## src/rtl/vae_pkg.sv

```systemverilog
`default_nettype none
// ============================================================================
// Package     : vae_pkg
// Description : Shared types, sizes and saturation helper for the on-board VAE
//               (latent encoder and decoder).
//               Contents: pixel/latent widths, weight width, accumulator width,
//               latent vector typedef, encoder FSM state enum, default weight
//               image, sat_signed() clamp.
// Revision    : 1.0 - initial release
// ============================================================================
package vae_pkg;

    localparam int N_PIX    = 196;                    // pixels per 14x14 image
    localparam int DATA_W   = 10;                     // signed pixel / latent width
    localparam int W_W      = 8;                      // signed weight / bias width
    localparam int ACC_W    = 26;                     // signed accumulator width
    localparam int N_LATENT = 2;
    localparam int CNT_W    = $clog2(N_PIX + 1);      // holds 0..N_PIX inclusive
    localparam int PROD_W   = DATA_W + W_W;
    localparam int ROM_W    = N_LATENT * W_W;         // {W[1][i], W[0][i]}

    // Flat weight image: element k sits at bits [k*W_W +: W_W].
    // k = 0..N_PIX-1 -> W[0][k], k = N_PIX..2*N_PIX-1 -> W[1][k-N_PIX],
    // k = 2*N_PIX -> B[0], k = 2*N_PIX+1 -> B[1].
    localparam int WINIT_W = (2 * N_PIX + 2) * W_W;

    // Unity weights (64 = 1.0 with 6 fraction bits), zero biases.
    localparam logic [WINIT_W-1:0] WEIGHT_DEFAULT =
        {{(2 * W_W){1'b0}}, {(2 * N_PIX){W_W'(64)}}};

    typedef logic signed [DATA_W-1:0] latent_t;
    typedef latent_t [N_LATENT-1:0]   latent_vec_t;

    typedef enum logic [2:0] {
        ST_IDLE  = 3'd0,
        ST_RUN   = 3'd1,
        ST_DRAIN = 3'd2,
        ST_BIAS  = 3'd3,
        ST_DONE  = 3'd4
    } enc_state_e;

    localparam logic signed [ACC_W-1:0] SAT_MAX = ACC_W'((1 << (DATA_W - 1)) - 1);
    localparam logic signed [ACC_W-1:0] SAT_MIN = ~SAT_MAX;

    // Clamp a full-width accumulator value into the signed latent range.
    function automatic latent_t sat_signed(input logic signed [ACC_W-1:0] v);
        if (v > SAT_MAX) begin
            return {1'b0, {(DATA_W - 1){1'b1}}};
        end else if (v < SAT_MIN) begin
            return {1'b1, {(DATA_W - 1){1'b0}}};
        end else begin
            return v[DATA_W-1:0];
        end
    endfunction

endpackage
`default_nettype wire

```

## src/rtl/enc_weight_rom.sv

```systemverilog
`default_nettype none
// ============================================================================
// Module      : enc_weight_rom
// Description : Encoder weight ROM, synchronous read with 1-cycle latency.
//               Address i (0..N_PIX-1) returns {W[1][i], W[0][i]};
//               address N_PIX returns the bias pair {B[1], B[0]}.
// Ports       : clk     - system clock
//               addr_i  - word address
//               w0_o    - latent-0 coefficient (signed W_W)
//               w1_o    - latent-1 coefficient (signed W_W)
// Revision    : 1.0 - initial release
// ============================================================================
module enc_weight_rom
    import vae_pkg::*;
#(
    parameter logic [WINIT_W-1:0] WEIGHT_INIT = WEIGHT_DEFAULT
) (
    input  logic                  clk,
    input  logic [CNT_W-1:0]      addr_i,
    output logic signed [W_W-1:0] w0_o,
    output logic signed [W_W-1:0] w1_o
);

    logic [ROM_W-1:0] rom [N_PIX + 1];
    logic [ROM_W-1:0] word_q;

    for (genvar a = 0; a < N_PIX; a++) begin : g_word
        assign rom[a] = {WEIGHT_INIT[(N_PIX + a) * W_W +: W_W],
                         WEIGHT_INIT[a * W_W +: W_W]};
    end

    assign rom[N_PIX] = {WEIGHT_INIT[(2 * N_PIX + 1) * W_W +: W_W],
                         WEIGHT_INIT[(2 * N_PIX) * W_W +: W_W]};

    always_ff @(posedge clk) begin
        word_q <= rom[addr_i];
    end

    assign {w1_o, w0_o} = word_q;

endmodule
`default_nettype wire

```

## src/rtl/vae_latent_encoder.sv

```systemverilog
`default_nettype none
// ============================================================================
// Module      : vae_latent_encoder
// Description : VAE encoder linear layer. Streams one 196-pixel image and
//               produces two saturated signed latents
//               z[j] = sat(((sum x[i]*W[j][i]) + (B[j] << FRAC)) >>> FRAC).
// Ports       : clk            - system clock
//               rst_n          - asynchronous active-low reset
//               enable_i       - rising edge starts an encode
//               pix_valid_i    - pixel stream valid
//               pix_ready_o    - pixel stream ready
//               pix_data_i     - signed pixel, row-major, index 0 first
//               latent_node_o  - {z[1], z[0]}
//               finish_o       - result valid, no encode in progress
// Revision    : 1.0 - initial release
// ============================================================================
module vae_latent_encoder
    import vae_pkg::*;
#(
    parameter int                 FRAC        = 6,
    parameter logic [WINIT_W-1:0] WEIGHT_INIT = WEIGHT_DEFAULT
) (
    input  logic                     clk,
    input  logic                     rst_n,
    input  logic                     enable_i,
    input  logic                     pix_valid_i,
    output logic                     pix_ready_o,
    input  logic [DATA_W-1:0]        pix_data_i,
    output logic [2*DATA_W-1:0]      latent_node_o,
    output logic                     finish_o
);

    enc_state_e               state_q, state_d;
    logic                     enable_q;
    logic [CNT_W-1:0]         cnt_q;
    latent_t                  pix_q;
    logic                     mac_vld_q;
    logic signed [ACC_W-1:0]  acc_q [N_LATENT];
    latent_vec_t              latent_q;
    logic                     finish_q;

    logic signed [W_W-1:0]    coef [N_LATENT];
    logic signed [ACC_W-1:0]  prod_ext [N_LATENT];
    logic signed [ACC_W-1:0]  acc_bias [N_LATENT];
    latent_vec_t              latent_nxt;

    logic start;
    logic accept;
    logic last_beat;

    assign start     = enable_i && !enable_q &&
                       ((state_q == ST_IDLE) || (state_q == ST_DONE));
    assign accept    = pix_valid_i && (state_q == ST_RUN);
    assign last_beat = accept && (cnt_q == CNT_W'(N_PIX - 1));

    // The count stops at N_PIX after the last beat, which is also the bias
    // word address, so the bias pair is already being read during DRAIN.
    enc_weight_rom #(
        .WEIGHT_INIT (WEIGHT_INIT)
    ) u_rom (
        .clk    (clk),
        .addr_i (cnt_q),
        .w0_o   (coef[0]),
        .w1_o   (coef[1])
    );

    for (genvar j = 0; j < N_LATENT; j++) begin : g_lane
        logic signed [PROD_W-1:0] prod;
        logic signed [ACC_W-1:0]  bias_ext;
        logic signed [ACC_W-1:0]  acc_shift;

        assign prod        = pix_q * coef[j];
        assign prod_ext[j] = {{(ACC_W - PROD_W){prod[PROD_W-1]}}, prod};
        // In BIAS the ROM presents B[j]; align it with the integer part.
        assign bias_ext    = {{(ACC_W - W_W - FRAC){coef[j][W_W-1]}}, coef[j],
                              {FRAC{1'b0}}};
        assign acc_bias[j] = acc_q[j] + bias_ext;
        assign acc_shift   = acc_bias[j] >>> FRAC;
        assign latent_nxt[j] = sat_signed(acc_shift);
    end

    // ---------------------------------------------------------------- FSM
    always_ff @(posedge clk or negedge rst_n) begin
        if (!rst_n) begin
            state_q <= ST_IDLE;
        end else begin
            state_q <= state_d;
        end
    end

    always_comb begin
        state_d = state_q;
        case (state_q)
            ST_IDLE, ST_DONE: if (start) state_d = ST_RUN;
            ST_RUN:           if (last_beat) state_d = ST_DRAIN;
            ST_DRAIN:         state_d = ST_BIAS;
            ST_BIAS:          state_d = ST_DONE;
            default:          state_d = ST_IDLE;
        endcase
    end

    // ------------------------------------------------------ datapath
    always_ff @(posedge clk or negedge rst_n) begin
        if (!rst_n) begin
            enable_q  <= 1'b0;
            cnt_q     <= '0;
            pix_q     <= '0;
            mac_vld_q <= 1'b0;
            latent_q  <= '0;
            finish_q  <= 1'b0;
            for (int j = 0; j < N_LATENT; j++) begin
                acc_q[j] <= '0;
            end
        end else begin
            enable_q  <= enable_i;
            mac_vld_q <= accept;

            if (start) begin
                cnt_q    <= '0;
                finish_q <= 1'b0;
                for (int j = 0; j < N_LATENT; j++) begin
                    acc_q[j] <= '0;
                end
            end

            if (accept) begin
                cnt_q <= cnt_q + 1'b1;
                pix_q <= pix_data_i;
            end

            // Pixel registered last cycle meets its weight from the ROM now.
            if (mac_vld_q) begin
                for (int j = 0; j < N_LATENT; j++) begin
                    acc_q[j] <= acc_q[j] + prod_ext[j];
                end
            end

            if (state_q == ST_BIAS) begin
                for (int j = 0; j < N_LATENT; j++) begin
                    acc_q[j] <= acc_bias[j];
                end
                latent_q <= latent_nxt;
                finish_q <= 1'b1;
            end
        end
    end

    assign pix_ready_o   = (state_q == ST_RUN);
    assign latent_node_o = latent_q;
    assign finish_o      = finish_q;

endmodule
`default_nettype wire
```

## config.mk

```make
export PLATFORM = sky130hd
export DESIGN_NAME = vae_latent_encoder
export DESIGN_NICKNAME = d
export VERILOG_FILES = /design/src/rtl/vae_pkg.sv /design/src/rtl/enc_weight_rom.sv /design/src/rtl/vae_latent_encoder.sv
export SDC_FILE = /design/constraint.sdc
export NUM_CORES = 1
export LEC_CHECK = 0
export CORE_UTILIZATION = 45
export CTS_CLUSTER_DIAMETER = 50
export CTS_CLUSTER_SIZE = 24
export DETAILED_ROUTE_END_ITERATION = 10
export PLACE_DENSITY_LB_ADDON = 0.05
export SLEW_MARGIN = 5
export SYNTH_ARGS = -nofsm -noshare
export SYNTH_HDL_FRONTEND = slang
export SYNTH_SLANG_ARGS = --single-unit
```

## constraint.sdc

```tcl
create_clock -name clk -period 8.1 [get_ports clk]
set_input_delay 1.62 -clock clk [delete_from_list [all_inputs] [get_ports clk]]
set_output_delay 1.62 -clock clk [all_outputs]
set_load 0.005 [all_outputs]
```

==> out/metrics.cfg <==
[synthesis]
synth-main-ff-cell = dfrtp_1
ys_warn_count = 0
syn_area_um2 = 7280
ys_seq_area_share_pct = 29.1
avgSynthCellArea_um2 = 8.36
synth-seq-cells = 85
synth-edff-count = 0
postSynthCellCount = 871
syn_nets = 968
async_reset_ff_share_pct = 98.8
synth_cell_types = 71

[cells_and_area]
fillers = 1547
final_layout_size_suffix_gt1_share_pct = 5.38
final_util_pct = 50.3
design_area_um2 = 7970
nNetsFinal = 965
antenna_cells = 0
area_growth_pct = 9.41

[drt]
drcViolationCount = 0
dr_total_vias = 6385
postRouteAntennaNets = 0
first_iter_violations = 437
wl_met2_um = 8960
dr_wl_met3_um = 630
met1_length_um = 8520
wl_um = 18400
dr.max_layer_used = met4
firstDrtPassIters = 5
via_per_inst = 5.86
post_drt_wl_per_cell_um = 16.9

[placed_design]
hpwl_um = 13500
finalWeightedCongestion = 0.900
io_buffers = 35
placed_area_um2 = 7690

[sta]
min_period_ns = 4.08
worst_pin_slew_ns = 1.20
hold_violations = 0
setup_viol = 0
finClkSkew_ns = 0.00782
fin_crit_sh_pct = 50.4
timing.fmax_mhz = 245
slew_violations = 0
rsz0062_at_grt = false
holdWs_ns = 0.476
slew_headroom_pct = 19.7
tns_ns = 0

[clock_network]
ctsHoldBuffers = 0
post_cts_resized = 0
cts.path.max_buffers = 2
cts_tree = done
post_cts_buffers = 0
clock_sinks = 85
path_clk_slew_ns = 0.07
root_buffer = clkbuf_16
clk_latency_ns = 0.35
numCtsBuffers = 9
cts_max_level = 3

[setup_path]
crit_path_max_incr_delay_ns = 0.89
required_ns = 8.34
critPathKind = reg -> reg
worst_path_most_repeated_cell = ha_1
crit_buf_inv = 1
rr_endpoint = acc_q[49]
crit_chain = nand2_1 -> inv_1 -> ha_1 -> ha_1 -> ha_1 -> nand2_1 -> a211oi_1 -> o21ai_0 -> a31oi_1 -> o21bai_1 -> and3_1 -> o31ai_1
crit_slowest_cell = nand2_1
reg2reg_depth = 12
cp.depth = 12
rrSetupSlack_ns = 4.02
cp-end-kind = flop
startpoint_type = flop
crit_fanout = 22
reg2reg_from = pix_q[9]
critPathTopFamily = simple AND/OR/NAND/NOR gates
critPathCapture = acc_q[49]
worstSetupStartpoint = pix_q[9]
arrival_ns = 4.32

[power_and_ir_drop]
power.total_mw = 3.11
p_per_area_nw_per_um2 = 390
p_leak_nw = 3.77
vdd_ir_drop_max_v = 0.000159

[global_route]
grt_overflow = 0
grtUsageTotal_pct = 23.8
grt_antenna_before_repair = 0
grt_pass1_vias = 6027
grt_start_max_net_pins = 59
grt_pass1_wl_um = 30800

[min_path]
hold_class = reg -> reg

[die]
rows = 46
die_x_um = 129
ios = 36
start_util_pct = 46.0
placeableCoreArea_um2 = 15800
design.die.area_um2 = 16700
die_h_um = 129

[job]
maxCapViolations = 0

[run_status]
status = finished, final reports clean

-- power by group --
group          leakage [nW]  switching [mW]  internal (mW)  total (mW)
Combinational          2.57            1.05          0.839        1.89
Clock                 0.136           0.185          0.209       0.394
Sequential             1.07           0.234          0.588       0.822
Total                  3.77            1.47           1.64        3.11
-- flip-flops by register name, indices dropped and copies added (netlist names) --
signal,flops
state_q,3
acc_q,40
mac_vld_q,1
latent_node_o,20
cnt_q,8
enable_q,1
u_rom.word_q,1
pix_q,10
finish_o,1
-- through the flow --
step / setup slack, ns / cells
after floorplan: 4.93 / 871
after global placement: 4.20 / 1073
after detailed placement: 4.07 / 1073
after CTS: 4.06 / 1089
after global routing: 3.62 / 1089
final: 4.02 / 1089
-- cells in the mapped netlist, drive strengths merged (12+ instances only) --
library cell	instances	area, µm²
ha	81	1010
and3	36	225
nor2	78	323
buf	23	124
xnor2	55	482
nand4	12	87.6
a21oi	50	250
nand2	116	448
o21ai	70	354
nor3	18	101
clkbuf	30	113
a21o	16	120
nand3	33	175
xor2	19	166
inv	12	45.0
dfrtp	84	2100
-- worst reg2reg max path, delay by kind of cell (launching register included) --
kind                       cells  cell delay, ns
buffers and inverters          1            0.16
DFF                            1            0.54
adders and majority gates      3            1.01
and+or+nand+nor                3            1.17
AOI/OAI and AO/OA              5            1.08
-- cell families after synthesis --
kind of cell	count (synthesis)	share of synthesized area (%)
AO/OA/AOI/OAI	219	19.1
flip-flops	85	29.1
adder cells (fa/ha/maj)	83	14.5
buffers and inverters	65	3.87
multiplexers	8	1.15
XOR/XNOR	74	8.90
AND/OR/NAND/NOR	337	23.4
-- layer usage --
metal	global-route usage (%)	up-vias
li1	-	3124
met1	31.4	3102
met2	41.0	132
met3	2.68	27
met4	7.06	0
met5	0	-
-- final cells by class --
type	instances	area, µm²	area share (%)
repair buffers	39	378	4.74
multi-input cells	721	4880	61.2
flip-flops and latches	85	2120	26.6
clock buffers	9	225	2.83
inverters	12	45.0	0.565
clock inverters	7	48.8	0.612
well taps	216	270	3.39
-- how the worst min path moves through the flow --
stage | startpoint | to | slack, ns | cells past startpoint
6_report | pix_q[0] | pix_q[0] | 0.48 | 2
5_1_grt | latent_node_o[9] | latent_node_o[9] | 0.50 | 2
4_1_cts | pix_q[0] | pix_q[0] | 0.48 | 2
3_5_place_dp | latent_node_o[9] | latent_node_o[9] | 0.46 | 2
3_3_place_gp | pix_q[0] | pix_q[0] | 0.46 | 2
2_1_floorplan | pix_q[0] | pix_q[0] | 0.44 | 2
-- cell usage in the layout (no fill, tap or decap), types with 6 or more instances in the layout --
master	instances
a211oi_1	9
a21o_1	16
a21oi_1	50
a22o_1	7
a22oi_1	6
a31oi_1	9
and3_1	36
clkbuf_16	9
clkdlybuf4s50_1	34
dfrtp_1	84
ha_1	81
inv_1	12
nand2_1	113
nand2b_1	9
nand3_1	31
nand4_1	10
nor2_1	68
nor2_2	9
nor3_1	17
nor4_1	6
o211ai_1	6
o21a_1	7
o21ai_0	60
o21ai_1	9
o221ai_1	9
o31ai_1	6
xnor2_1	55
xor2_1	19
Power figures use the tool's default switching activity.
